==> src/rtl/fio_stream_loader.sv <==
// fio_stream_loader
//   Byte-stream host front end for the gpu_top_checking FileIO ports. A host
//   sends framed commands (opcode, 16-bit little-endian word count, payload).
//   The block assembles the payload into words and writes them into the TM,
//   ICache, MEM or CLE BRAMs. It can also start a kernel and wait for it to
//   finish, pulse the TM clear, and dump MEM lines back to the host.
//
//   Ports
//     clk / rst                      clock, async active-low reset
//     in_valid/in_data/in_ready      host byte stream in (valid/ready)
//     out_valid/out_data/out_ready   response byte stream out (valid/ready)
//     *_FIO_TM                       TM write, kernel start level, clear pulse
//     finished_TM_FIO                kernel finished
//     *_FIO_ICache                   instruction BRAM write port
//     *_FIO_MEM / Dout_FIO_MEM       MEM write port and 1-cycle-latency read port
//     *_FIO_CLE                      CLE BRAM write port
//     error                          sticky flag, set by an unknown opcode
module fio_stream_loader #(
    parameter int MEM_DEPTH    = 256,
    parameter int SHMEM_DEPTH  = 256,
    parameter int ICACHE_DEPTH = 1024
) (
    input  logic                                       clk,
    input  logic                                       rst,
    input  logic                                       in_valid,
    input  logic [7:0]                                 in_data,
    output logic                                       in_ready,
    output logic                                       out_valid,
    output logic [7:0]                                 out_data,
    input  logic                                       out_ready,
    output logic                                       Wen_FIO_TM,
    output logic [28:0]                                Din_FIO_TM,
    output logic                                       start_FIO_TM,
    output logic                                       clear_FIO_TM,
    input  logic                                       finished_TM_FIO,
    output logic                                       Wen_FIO_ICache,
    output logic [$clog2(ICACHE_DEPTH)-1:0]            Addr_FIO_ICache,
    output logic [31:0]                                Din_FIO_ICache,
    output logic                                       Wen_FIO_MEM,
    output logic [$clog2(MEM_DEPTH+SHMEM_DEPTH)-1:0]   Addr_FIO_MEM,
    output logic [255:0]                               Din_FIO_MEM,
    input  logic [255:0]                               Dout_FIO_MEM,
    output logic                                       Wen_FIO_CLE,
    output logic [$clog2(MEM_DEPTH)-1:0]               Addr_FIO_CLE,
    output logic [4:0]                                 Din_FIO_CLE,
    output logic                                       error
);
    localparam int MEM_TOT = MEM_DEPTH + SHMEM_DEPTH;
    localparam int MEM_AW  = $clog2(MEM_TOT);
    localparam int CLE_AW  = $clog2(MEM_DEPTH);
    localparam int IC_AW   = $clog2(ICACHE_DEPTH);

    localparam logic [2:0] OP_TM = 3'd1, OP_IC = 3'd2, OP_MEM = 3'd3,
                           OP_CLE = 3'd4, OP_DUMP = 3'd6;

    typedef enum logic [3:0] {
        S_IDLE, S_CNT_LO, S_CNT_HI, S_LOAD_BYTES, S_LOAD_WRITE, S_START,
        S_ACK, S_CLEAR, S_DUMP_ADDR, S_DUMP_CAP, S_DUMP_SEND
    } state_t;

    state_t         r_state;
    logic           r_live;     // keeps in_ready low while reset is held
    logic [2:0]     r_op;
    logic [15:0]    r_left;     // words still to load / dump
    logic [15:0]    r_idx;      // word index inside the target
    logic [4:0]     r_bcnt;     // byte position inside the current word
    logic [255:0]   r_word;     // word being assembled, or the line being dumped

    logic           w_acc;
    logic [255:0]   w_word;
    logic [4:0]     w_bpw_last;
    logic [15:0]    w_idx_last;
    logic [15:0]    w_idx_nx;

    assign in_ready = r_live && (r_state == S_IDLE || r_state == S_CNT_LO ||
                                 r_state == S_CNT_HI || r_state == S_LOAD_BYTES);
    assign w_acc    = in_valid && in_ready;

    // Current word with the incoming byte dropped into its little-endian slot.
    always_comb begin
        w_word = r_word;
        w_word[{r_bcnt, 3'b000} +: 8] = in_data;
    end

    always_comb begin
        w_bpw_last = 5'd3;
        w_idx_last = 16'hFFFF;    // TM has no address, index never wraps
        case (r_op)
            OP_IC:           w_idx_last = 16'(ICACHE_DEPTH - 1);
            OP_MEM, OP_DUMP: begin
                w_bpw_last = 5'd31;
                w_idx_last = 16'(MEM_TOT - 1);
            end
            OP_CLE: begin
                w_bpw_last = 5'd0;
                w_idx_last = 16'(MEM_DEPTH - 1);
            end
            default: ;
        endcase
    end

    // Index wraps modulo the target depth, silently.
    assign w_idx_nx = (r_idx == w_idx_last) ? 16'd0 : r_idx + 16'd1;

    always_ff @(posedge clk or negedge rst) begin
        if (!rst) begin
            r_state         <= S_IDLE;
            r_live          <= 1'b0;
            r_op            <= 3'd0;
            r_left          <= 16'd0;
            r_idx           <= 16'd0;
            r_bcnt          <= 5'd0;
            r_word          <= '0;
            out_valid       <= 1'b0;
            out_data        <= 8'd0;
            Wen_FIO_TM      <= 1'b0;
            Din_FIO_TM      <= '0;
            start_FIO_TM    <= 1'b0;
            clear_FIO_TM    <= 1'b0;
            Wen_FIO_ICache  <= 1'b0;
            Addr_FIO_ICache <= '0;
            Din_FIO_ICache  <= '0;
            Wen_FIO_MEM     <= 1'b0;
            Addr_FIO_MEM    <= '0;
            Din_FIO_MEM     <= '0;
            Wen_FIO_CLE     <= 1'b0;
            Addr_FIO_CLE    <= '0;
            Din_FIO_CLE     <= '0;
            error           <= 1'b0;
        end else begin
            r_live         <= 1'b1;
            // Strobes are single-cycle unless re-armed below.
            Wen_FIO_TM     <= 1'b0;
            Wen_FIO_ICache <= 1'b0;
            Wen_FIO_MEM    <= 1'b0;
            Wen_FIO_CLE    <= 1'b0;
            clear_FIO_TM   <= 1'b0;
            case (r_state)
                S_IDLE: if (w_acc) begin
                    r_op   <= in_data[2:0];
                    r_idx  <= 16'd0;
                    r_bcnt <= 5'd0;
                    case (in_data)
                        8'h01, 8'h02, 8'h03, 8'h04, 8'h06: r_state <= S_CNT_LO;
                        8'h05: begin
                            start_FIO_TM <= 1'b1;
                            r_state      <= S_START;
                        end
                        8'h07: begin
                            clear_FIO_TM <= 1'b1;
                            r_state      <= S_CLEAR;
                        end
                        default: error <= 1'b1;
                    endcase
                end
                S_CNT_LO: if (w_acc) begin
                    r_left[7:0] <= in_data;
                    r_state     <= S_CNT_HI;
                end
                S_CNT_HI: if (w_acc) begin
                    r_left[15:8] <= in_data;
                    if ({in_data, r_left[7:0]} == 16'd0) begin
                        r_state <= S_IDLE;
                    end else if (r_op == OP_DUMP) begin
                        Addr_FIO_MEM <= '0;
                        r_state      <= S_DUMP_ADDR;
                    end else begin
                        r_state <= S_LOAD_BYTES;
                    end
                end
                S_LOAD_BYTES: if (w_acc) begin
                    r_word <= w_word;
                    if (r_bcnt == w_bpw_last) begin
                        r_state <= S_LOAD_WRITE;
                        case (r_op)
                            OP_TM: begin
                                Wen_FIO_TM <= 1'b1;
                                Din_FIO_TM <= w_word[28:0];
                            end
                            OP_IC: begin
                                Wen_FIO_ICache  <= 1'b1;
                                Addr_FIO_ICache <= r_idx[IC_AW-1:0];
                                Din_FIO_ICache  <= w_word[31:0];
                            end
                            OP_MEM: begin
                                Wen_FIO_MEM  <= 1'b1;
                                Addr_FIO_MEM <= r_idx[MEM_AW-1:0];
                                Din_FIO_MEM  <= w_word;
                            end
                            OP_CLE: begin
                                Wen_FIO_CLE  <= 1'b1;
                                Addr_FIO_CLE <= r_idx[CLE_AW-1:0];
                                Din_FIO_CLE  <= w_word[4:0];
                            end
                            default: ;
                        endcase
                    end else begin
                        r_bcnt <= r_bcnt + 5'd1;
                    end
                end
                S_LOAD_WRITE: begin
                    r_bcnt  <= 5'd0;
                    r_idx   <= w_idx_nx;
                    r_left  <= r_left - 16'd1;
                    r_state <= (r_left == 16'd1) ? S_IDLE : S_LOAD_BYTES;
                end
                S_START: if (finished_TM_FIO) begin
                    start_FIO_TM <= 1'b0;
                    out_valid    <= 1'b1;
                    out_data     <= 8'hA5;
                    r_state      <= S_ACK;
                end
                S_ACK: if (out_ready) begin
                    out_valid <= 1'b0;
                    r_state   <= S_IDLE;
                end
                S_CLEAR:     r_state <= S_IDLE;
                // Address is on the bus this cycle; data comes back next cycle.
                S_DUMP_ADDR: r_state <= S_DUMP_CAP;
                S_DUMP_CAP: begin
                    out_valid <= 1'b1;
                    out_data  <= Dout_FIO_MEM[7:0];
                    r_word    <= Dout_FIO_MEM >> 8;
                    r_bcnt    <= 5'd0;
                    r_state   <= S_DUMP_SEND;
                end
                S_DUMP_SEND: if (out_ready) begin
                    if (r_bcnt == 5'd31) begin
                        out_valid <= 1'b0;
                        r_left    <= r_left - 16'd1;
                        r_idx     <= w_idx_nx;
                        if (r_left == 16'd1) begin
                            r_state <= S_IDLE;
                        end else begin
                            Addr_FIO_MEM <= w_idx_nx[MEM_AW-1:0];
                            r_state      <= S_DUMP_ADDR;
                        end
                    end else begin
                        r_bcnt   <= r_bcnt + 5'd1;
                        out_data <= r_word[7:0];
                        r_word   <= r_word >> 8;
                    end
                end
                default: r_state <= S_IDLE;
            endcase
        end
    end
endmodule
==> config.mk <==
export PLATFORM = sky130hd
export DESIGN_NAME = fio_stream_loader
export DESIGN_NICKNAME = d
export VERILOG_FILES = /design/src/rtl/fio_stream_loader.sv
export SDC_FILE = /design/constraint.sdc
export NUM_CORES = 1
export LEC_CHECK = 0
export CAP_MARGIN = 10
export CORE_UTILIZATION = 35
export CTS_BUF_LIST = sky130_fd_sc_hd__clkbuf_16
export DETAILED_ROUTE_END_ITERATION = 12
export SYNTH_ARGS = -nofsm -noshare
export SYNTH_HDL_FRONTEND = slang
export SYNTH_SLANG_ARGS = --single-unit
==> constraint.sdc <==
create_clock -name clk -period 3.2 [get_ports clk]
set_clock_uncertainty 0.05 [all_clocks]
set_input_delay 0.64 -clock clk [delete_from_list [all_inputs] [get_ports clk]]
set_output_delay 0.64 -clock clk [all_outputs]
set_load 0.1 [all_outputs]
==> flow_summary.yaml <==
logic_synthesis:
  synthFlopType: "dfrtp_1"
  ys_seq_area_share_pct: 51.8
  async_reset_ff_share_pct: 100
  ys_top_cells_by_area: "dfrtp_1, mux2i_1, o21ai_0"
  synth_top_area_share_pct: 51.8
  synth_fp_nets: 3489
  avgSynthCellArea_um2: 10.0
  synth_seq_cells: 666
  syn_inst: 3210
  synth_edf_count: 0
  yosysWarnings: 0
  synth_top_area_cell: "dfrtp_1"
  syn_area_um2: 32200
  synth_cell_type_count: 85
cells_and_area:
  area_growth_pct: 31.5
  stdcell_count: 5083
  num-nets-final: 4109
  design_area_um2: 42300
  drive_above_1_share_pct: 19.8
  post-route-util_pct: 46.7
global_routing:
  grt_pass1_vias: 28496
  track_usage_pct: 29.3
  grt_pass1_wl_um: 203000
  antenna_found_initial: 29
  grt.overflow.total: 0
  grt_max_degree: 95
sta:
  max_freq_mhz: 318
  tightest_slew_ps: 1110
  finalMaxSlewViolations: 0
  maxSlewHeadroom_pct: 25.7
  worst_slack_ps: 55.2
  setup_viol: 0
  finalCritPeriodShare_pct: 98.3
  rsz0062_at_grt: "false"
  hold_violations: 0
  finalSetupTns_ps: 0
  fin_hold_ws_ps: 336
  period_minus_slack_ps: 3140
clock_network:
  clkSlewWorstSetupHoldPaths_ps: 60
  root_buffer: "clkbuf_16"
  cts_buffer_depth: 3
  cts_buffers: 79
  clk-insertion-delay-late_ps: 640
  clock_sinks: 666
  cts_tree: "yes"
  cts_max_level: 3
worst_setup_path:
  crit_fanout: 16
  endpoint_kind: "flop"
  r2r_start: "r_bcnt[1]$_DFFE_PN0P_"
  crit_start: "r_bcnt[1]$_DFFE_PN0P_"
  critPathKind: "flop to flop"
  startpoint_type: "flop"
  worstPathRequired_ps: 3640
  worstPathArrival_ps: 3590
route:
  wl_per_cell_um: 27.7
  dr_total_vias: 29565
  first_pass_iters: 11
  drc: 0
  drtIter0Drc: 3753
  wl_um: 141000
  viasPerCell: 5.82
  postRouteAntennaNets: 0
placed_design:
  dpl.hpwl_um: 104000
  dp_cells: 4924
  pre_cts_ws_ps: 66.3
  place_congestion: 0.917
  port_buffers: 634
  dpl-instance-area_um2: 39700
floorplan:
  dieArea_um2: 93200
  io_pins: 635
  rows: 110
  core_area_um2: 90600
  start_util_pct: 35.5
  die-height_um: 305
  fp.dieW_um: 305
min_path:
  hold_class: "input port to flop"
  min_from: "in_data[3]"
pwr:
  total_power_mw: 27.4
  power_leakage_nw: 17.9
  ir_worst_vdd_mv: 0.396
  power_density_nw_per_um2: 648
outcome:
  outcome: "complete, no violations"
flow_run:
  max_cap_violations: 0
[cell type report]
type,instances,area (µm²)
Antenna cell,16,40.0
Clock buffer,81,2030
Clock inverter,61,527
Fill cell,8632,48200
Inverter,23,86.3
Multi-Input combinational cell,2238,14300
Sequential cell,666,16700
Tap cell,1176,1470
Timing Repair Buffer,822,7200
[cells in the mapped netlist, drive strengths merged, types with 25 or more instances]
| cell | instances |
|---|---|
| dfrtp | 666 |
| o21ai | 492 |
| nand2 | 478 |
| mux2i | 256 |
| nor2 | 212 |
| clkbuf | 210 |
| a222oi | 112 |
| a22oi | 95 |
| buf | 73 |
| o22ai | 57 |
| a21oi | 49 |
| o2bb2ai | 49 |
| a221oi | 48 |
| o221ai | 41 |
| nor3 | 40 |
| a221o | 32 |
| and2 | 28 |
| mux2 | 27 |
| a22o | 25 |
[critical path: stages (launching register included)]
cell and delay, ps:
dfrtp_1 450, inv_1 120, ha_1 270, or4b_1 490, and3_1 410, and2_0 570
mux2i_1 500, o21ai_0 130
[registers in the layout (all words and copies together) (netlist names), 3 cells and up]
name and flops:
Din_FIO_TM 29, out_data 8, r_op 3, r_word 256, Din_FIO_ICache 32, r_bcnt 5
r_left 16, Din_FIO_MEM 256, r_idx 16, r_state 4, Din_FIO_CLE 5, Addr_FIO_MEM 9
Addr_FIO_CLE 8, Addr_FIO_ICache 10
[cells by family (layout without fill, tap and decap cells)]
logic type	Yosys count	in the layout	share of synthesized area [%]
DFF	666	666	51.8
buffers and inverters	306	987	4.14
and+or+nand+nor	856	856	11.8
other	1	17	0.0116
xor gates and xnor gates	10	10	0.295
AOI/OAI and AO/OA	1078	1078	22.6
muxes	283	283	8.95
adders and majority gates	10	10	0.389
[final timing paths]
| path | endpoint | slack (ps) | cells after the start |
|---|---|---|---|
| max | Din_FIO_MEM[242]$_DFFE_PN0P_ | 60 | 7 |
| max reg2reg | Din_FIO_MEM[242]$_DFFE_PN0P_ | 60 | 7 |
| min | error$_DFFE_PN0P_ | 340 | 3 |
| max in group asynchronous | r_word[39]$_DFFE_PN0P_ | 1630 | 3 |
| min reg2reg | error$_DFFE_PN0P_ | 430 | 1 |
| min in group asynchronous | Din_FIO_MEM[229]$_DFFE_PN0P_ | 480 | 2 |
[placed cells by master, fill, tap and decap left out, drive strengths merged, types with 25 or more instances in the layout]
master / n
dfrtp: 666
buf: 562
o21ai: 492
nand2: 478
clkdlybuf4s50: 259
mux2i: 256
nor2: 212
a222oi: 112
a22oi: 95
clkbuf: 81
o22ai: 57
o2bb2ai: 49
a21oi: 49
a221oi: 48
o221ai: 41
inv: 41
nor3: 40
clkinv: 34
a221o: 32
and2: 28
mux2: 27
a22o: 25
[power by group]
group | internal (mW) | total [mW] | switching (mW)
clock | 5.25 | 9.05 | 3.80
combinational | 2.43 | 8.15 | 5.72
sequential | 9.31 | 10.2 | 0.916
total | 17.0 | 27.4 | 10.4
[repair_timing]
| action | 4_1_cts | 5_1_grt |
|---|---|---|
| setup buffers | 0 | 0 |
| resized for setup | 0 | 13 |
| hold endpoints to repair | 39 | 0 |
| setup endpoints to repair | 0 | 66 |
| hold buffers | 1 | 0 |
[per-layer routing]
| layer | global-route usage, % | wire [µm] | vias up |
|---|---|---|---|
| met5 | 0 | 117 | - |
| met4 | 10.9 | 4670 | 20 |
| met3 | 6.34 | 11800 | 239 |
| met2 | 47.1 | 66200 | 1441 |
| met1 | 38.8 | 58000 | 14673 |
| li1 | - | - | 13192 |
Power figures use the tool's default switching activity.
